**src/rtl/sensor_pkg.sv**
```systemverilog
// Shared types and helpers for sensor_window_counter: FSM states, select widths, saturation value.
package sensor_pkg;

  typedef enum logic [1:0] {
    ST_IDLE  = 2'd0,
    ST_ARM   = 2'd1,
    ST_COUNT = 2'd2,
    ST_LATCH = 2'd3
  } state_e;

  localparam int unsigned MAX_CNT_W = 32;

  // Select width for n items; never narrower than one bit.
  function automatic int sel_w(input int n);
    return (n <= 1) ? 1 : $clog2(n);
  endfunction

  function automatic logic [MAX_CNT_W-1:0] sat_val(input int unsigned w);
    return (w >= MAX_CNT_W) ? {MAX_CNT_W{1'b1}} : ((32'd1 << w) - 32'd1);
  endfunction

endpackage

```
**src/rtl/sensor_edge_chan.sv**
```systemverilog
// One sensor channel: optional 2-flop synchronizer (SENSOR_SYNC_EN), rising-edge detect,
// saturating edge counter and sticky overflow bit.
module sensor_edge_chan
  import sensor_pkg::*;
#(
  parameter int CNT_W = 16
) (
  input  logic             clk,
  input  logic             rst,
  input  logic             sense_i,
  input  logic             clr_i,
  input  logic             cnt_en_i,
  output logic [CNT_W-1:0] cnt_o,
  output logic             ovf_o
);

  localparam logic [CNT_W-1:0] SAT = CNT_W'(sat_val(CNT_W));

  logic             synced_s;
  logic             prev_q, prev_d;
  logic [CNT_W-1:0] cnt_q, cnt_d;
  logic             ovf_q, ovf_d;

`ifdef SENSOR_SYNC_EN
  logic [1:0] sync_q, sync_d;

  always_comb begin
    sync_d = {sync_q[0], sense_i};
  end

  always_ff @(posedge clk) begin
    if (rst) begin
      sync_q <= 2'b00;
    end else begin
      sync_q <= sync_d;
    end
  end

  assign synced_s = sync_q[1];
`else
  assign synced_s = sense_i;
`endif

  // prev tracks the synced sample every cycle, so after ARM no stale edge can be seen.
  always_comb begin
    prev_d = synced_s;
    cnt_d  = cnt_q;
    ovf_d  = ovf_q;
    if (clr_i) begin
      cnt_d = {CNT_W{1'b0}};
      ovf_d = 1'b0;
    end else if (cnt_en_i && synced_s && !prev_q) begin
      if (cnt_q == SAT) begin
        ovf_d = 1'b1;
      end else begin
        cnt_d = cnt_q + CNT_W'(1);
      end
    end else begin
      cnt_d = cnt_q;
      ovf_d = ovf_q;
    end
  end

  always_ff @(posedge clk) begin
    if (rst) begin
      prev_q <= 1'b0;
      cnt_q  <= {CNT_W{1'b0}};
      ovf_q  <= 1'b0;
    end else begin
      prev_q <= prev_d;
      cnt_q  <= cnt_d;
      ovf_q  <= ovf_d;
    end
  end

  assign cnt_o = cnt_q;
  assign ovf_o = ovf_q;

endmodule

```
**src/rtl/sensor_window_counter.sv**
```systemverilog
// Multi-channel gated-window edge counter with latched results and byte-wise readback.
// Define SENSOR_SYNC_EN to put a 2-flop synchronizer on every sense_i bit.
module sensor_window_counter
  import sensor_pkg::*;
#(
  parameter  int NCH    = 4,
  parameter  int CNT_W  = 16,
  parameter  int WIN_W  = 10,
  localparam int CH_W   = sel_w(NCH),
  localparam int BYTE_W = sel_w(CNT_W / 8)
) (
  input  logic              clk,
  input  logic              rst,
  input  logic [NCH-1:0]    sense_i,
  input  logic              start_i,
  input  logic              cont_i,
  input  logic [WIN_W-1:0]  win_len_i,
  output logic              busy_o,
  output logic              done_o,
  output logic [NCH-1:0]    ovf_o,
  input  logic [CH_W-1:0]   rd_ch_i,
  input  logic [BYTE_W-1:0] rd_byte_i,
  output logic [7:0]        rd_data_o
);

  localparam int NBYTE = CNT_W / 8;

  state_e                    state_q, state_d;
  logic [WIN_W-1:0]          win_q, win_d;
  logic [NCH-1:0][CNT_W-1:0] res_q, res_d;
  logic [NCH-1:0]            ovf_q, ovf_d;
  logic                      done_q, done_d;
  logic                      busy_q, busy_d;
  logic [7:0]                rd_data_q, rd_data_d;
  logic [NCH-1:0][CNT_W-1:0] live_cnt_s;
  logic [NCH-1:0]            live_ovf_s;
  logic                      clr_s, cnt_en_s;

  for (genvar g = 0; g < NCH; g++) begin : g_chan
    sensor_edge_chan #(
      .CNT_W(CNT_W)
    ) u_chan (
      .clk      (clk),
      .rst      (rst),
      .sense_i  (sense_i[g]),
      .clr_i    (clr_s),
      .cnt_en_i (cnt_en_s),
      .cnt_o    (live_cnt_s[g]),
      .ovf_o    (live_ovf_s[g])
    );
  end

  always_comb begin
    state_d  = state_q;
    win_d    = win_q;
    res_d    = res_q;
    ovf_d    = ovf_q;
    clr_s    = 1'b0;
    cnt_en_s = 1'b0;
    case (state_q)
      ST_IDLE: begin
        if (start_i) begin
          state_d = ST_ARM;
        end else begin
          state_d = ST_IDLE;
        end
      end
      ST_ARM: begin
        clr_s = 1'b1;
        win_d = win_len_i;
        if (win_len_i == {WIN_W{1'b0}}) begin
          state_d = ST_LATCH;
        end else begin
          state_d = ST_COUNT;
        end
      end
      ST_COUNT: begin
        cnt_en_s = 1'b1;
        if (win_q <= WIN_W'(1)) begin
          state_d = ST_LATCH;
        end else begin
          win_d = win_q - WIN_W'(1);
        end
      end
      ST_LATCH: begin
        res_d = live_cnt_s;
        ovf_d = live_ovf_s;
        if (cont_i) begin
          state_d = ST_ARM;
        end else begin
          state_d = ST_IDLE;
        end
      end
      default: begin
        state_d = ST_IDLE;
      end
    endcase
    done_d = (state_d == ST_LATCH);
    busy_d = (state_d != ST_IDLE);
  end

  // Readback muxes the next-cycle results so fresh data is visible right after done_o.
  always_comb begin
    rd_data_d = 8'h00;
    for (int c = 0; c < NCH; c++) begin
      for (int b = 0; b < NBYTE; b++) begin
        rd_data_d = rd_data_d |
                    (((int'(rd_ch_i) == c) && (int'(rd_byte_i) == b)) ? res_d[c][8*b +: 8] : 8'h00);
      end
    end
  end

  always_ff @(posedge clk) begin
    if (rst) begin
      state_q   <= ST_IDLE;
      win_q     <= {WIN_W{1'b0}};
      res_q     <= {(NCH*CNT_W){1'b0}};
      ovf_q     <= {NCH{1'b0}};
      done_q    <= 1'b0;
      busy_q    <= 1'b0;
      rd_data_q <= 8'h00;
    end else begin
      state_q   <= state_d;
      win_q     <= win_d;
      res_q     <= res_d;
      ovf_q     <= ovf_d;
      done_q    <= done_d;
      busy_q    <= busy_d;
      rd_data_q <= rd_data_d;
    end
  end

  assign busy_o    = busy_q;
  assign done_o    = done_q;
  assign ovf_o     = ovf_q;
  assign rd_data_o = rd_data_q;

endmodule

```
**config.mk**
```make
export PLATFORM = sky130hd
export DESIGN_NAME = sensor_window_counter
export DESIGN_NICKNAME = d
export VERILOG_FILES = /design/src/rtl/sensor_pkg.sv /design/src/rtl/sensor_edge_chan.sv /design/src/rtl/sensor_window_counter.sv
export SDC_FILE = /design/constraint.sdc
export NUM_CORES = 1
export LEC_CHECK = 0
export CAP_MARGIN = 40
export CORE_AREA = 2 2 138 140
export CTS_CLUSTER_SIZE = 40
export DETAILED_ROUTE_END_ITERATION = 10
export DIE_AREA = 0 0 140 142
export MAX_ROUTING_LAYER = met4
export SETUP_SLACK_MARGIN = 0.1
export SLEW_MARGIN = 0
export SYNTH_ARGS = -nofsm -noshare
export SYNTH_HDL_FRONTEND = slang
export SYNTH_SLANG_ARGS = --single-unit
```
**constraint.sdc**
```tcl
create_clock -name clk -period 5.1 [get_ports clk]
set_clock_uncertainty 0.15 [all_clocks]
set_input_delay 1.02 -clock clk [delete_from_list [all_inputs] [get_ports clk]]
set_output_delay 1.02 -clock clk [all_outputs]
set_load 0.1 [all_outputs]
```
==> impl_results.md <==
* Total power at 3650 µW
* CTS buffer count at 17
* Root buf cell: clkbuf_16
* I/O Buffers at 34
* Crit path kind: reg2reg
* Final min period at 2.88 ns
* Critical path required time at 5.31 ns
* Hold-fix buffers, CTS at 0
* Nets at 906
* Final slew viol count at 0
* TritonCTS clock tree: yes
* Critical Path Source Type: flop
* Post-Synthesis Cell Area at 7560 µm²
* Initial antenna violation count at 0
* Top_reg_cell synth: dfxtp_1
* Clock sink count at 162
* Total congestion overflow at 0
* DRT Pass-1 Iters at 7
* Setup crit end kind: flop
* Worst EP arrival at 3.08 ns
* Synthesized instance count at 855
* Flop and latch count out of synthesis at 162
* Routed vias/inst at 5.68
* Fin crit share at 56.4%
* VDD IR max at 0.283 mV
* Number of synthesized flops with an enable pin at 0
* Yosys warning total at 0
* Sequential area share after synthesis at 42.9%
* Final instance area at 8980 µm²
* Filler Cell Count at 1709
* CP max stage cell: or3_1
* # rows at 50
* CTS Buffer Depth at 2
* Vias at 6360
* 1st-iter DRT viols at 571
* Die Width at 140 µm
* Worst skew pair latency at 0.43 ns
* Slew margin rel. at 37.4%
* # Max-Cap Violations at 0
* DRC viols at 0
* Antenna-violating nets left at 0
* Layout cells sized above 1 at 8.13%
* Final WL at 18.9 mm
* Dpl cell area at 8300 µm²
* Post-CTS setup buffers at 0
* Critical Path Max Stage Delay at 0.51 ns
* Critical path, cell by cell: inv_1 -> ha_1 -> buf_4 -> nand3b_1 -> or3_1 -> or4_1 -> a21oi_1
* Slew @ Worst Pin at 0.930 ns
* Die ar. at 19900 µm²
* Crit Path Max Fanout at 30
* Core area at 18500 µm²
* GPL Wtd Cong at 0.874
* Place WS at 2.03 ns
* Largest net degree at the start of global routing at 66
* Setup ws final at 2.22 ns
* Die Y at 142 µm
* PwrDens at 406 nW/µm²
* Status: finished clean
* Avg Inst Size Synth at 8.84 µm²
* Io pins at 35
* Hold Fails Final Rpt at 0
* Final setup fails at 0
* RSZ-0062 raised after global routing: false
* N_diodes at 0
* CTS resizes at 0
* HP Class: reg2reg
* Area growth, synth to finish at 18.9%
* Async S/R FF share, synth at 0%
* Post-detail-place hpwl at 13.0 mm
* Routed wire per std cell at 16.9 µm
* Vias in the first global route at 5713
* Post-synthesis net count at 886
* Post-synth cell types at 66
* Max Fclk at 0.347 GHz
* Leak at 0.00291 µW
* Post-route setup TNS at 0 ns
* H-tree depth at 4
* Starting Density at 40.9%
* Clk pin slew, worst setup/hold paths at 0.06 ns
* GRT Resource Usage Total at 20.1%
* First-pass GRT wire length at 30.9 mm
## through the flow
step	hold slack [ns]	cells	utilization, %
2_1_floorplan	0.287	855	-
3_3_place_gp	0.305	1073	43.4
3_5_place_dp	0.315	1090	45.0
4_1_cts	0.330	1120	48.7
5_1_grt	0.359	1120	48.7
6_report	0.327	1120	48.7
## cell type report
type,instances,area (µm²),share of cell area (%)
Sequential cell,162,3240,36.1
Timing Repair Buffer,56,658,7.32
Multi-Input combinational cell,619,4030,44.9
Clock inverter,10,229,2.55
Tap cell,234,293,3.26
Clock buffer,20,457,5.08
Inverter,19,71.3,0.794
## cell usage in the layout (no fill, tap or decap), drive strengths merged, types with 14 or more instances in the layout
cell           instances
dfxtp                162
nor2                 109
mux2i                 89
nand2                 54
a21oi                 49
clkdlybuf4s50         33
o22ai                 32
or3                   27
buf                   23
o21ai                 22
nand3                 21
inv                   20
clkbuf                20
nor4                  19
nand4                 19
or4                   16
nor3                  14
## path summary, 6_finish.rpt
| path | from | endpoint | slack (ns) | cells after the start |
|---|---|---|---|---|
| max | state_q[0]$_SDFF_PP0_ | g_chan[1].u_chan.cnt_o[9]$_SDFFE_PP0P_ | 2.22 | 7 |
| min | g_chan[2].u_chan.ovf_o$_SDFFE_PP0P_ | g_chan[2].u_chan.ovf_o$_SDFFE_PP0P_ | 0.33 | 2 |
| max reg2reg | state_q[0]$_SDFF_PP0_ | g_chan[1].u_chan.cnt_o[9]$_SDFFE_PP0P_ | 2.22 | 7 |
| min reg2reg | g_chan[2].u_chan.ovf_o$_SDFFE_PP0P_ | g_chan[2].u_chan.ovf_o$_SDFFE_PP0P_ | 0.33 | 2 |
## sequential cells by signal, indices dropped and copies added, names as in the netlist, 2 cells and up
register / cells
ovf_o: 4
win_q: 10
rd_data_o: 8
g_chan.u_chan.prev_q: 4
g_chan.u_chan.ovf_o: 4
state_q: 2
res_q: 64
g_chan.u_chan.cnt_o: 64
## cells by family after synthesis
kind of cell,synth area share [%]
compound gates,15.4
fa+ha+maj,1.66
flops,42.9
mux,11.9
xor+xnor,0.116
buf+inv,3.91
simple gates,24.1
## worst max-delay path: cells and delay by family (launching register included)
family | cells | cell delay [ns]
AO/OA/AOI/OAI | 1 | 0.16
flip-flops | 1 | 0.36
buffers and inverters | 2 | 0.49
AND/OR/NAND/NOR | 3 | 1.22
adder cells (fa/ha/maj) | 1 | 0.43
## cells in the mapped netlist (all sizes together), types with 8 or more instances
library cell  instances  share of area [%]
a21oi                49                3.4
nor4                 19                1.6
buf                   9               0.65
dfxtp               162                 43
nand3b                8               0.79
or3                  27                2.2
o22ai                32                2.6
nand2                54                2.7
clkbuf               46                2.3
o21ai                22                1.5
nor2                109                5.4
nor3                 14               0.99
nand4                19                1.7
or4                  16                1.6
ha                   10                1.7
nand3                21                1.4
inv                  19               0.94
a211oi               12                1.2
nand2b               10               0.83
o31ai                12                1.2
nor2b                 9               0.74
mux2i                89                 12
## report_power, final
| part | total, µW | switching [µW] | internal, µW |
|---|---|---|---|
| Sequential | 1370 | 55.7 | 1320 |
| Clock | 1500 | 512 | 989 |
| Combinational | 775 | 477 | 298 |
## routing by layer
layer  up-vias  routed length (µm)  track usage, %
li1       3190                   -               -
met1      3003                9430            27.9
met2       147                8430            30.0
met3        20                 776            3.57
met4         0                 270            6.38
met5         -                   0               -
Power figures use the tool's default switching activity.
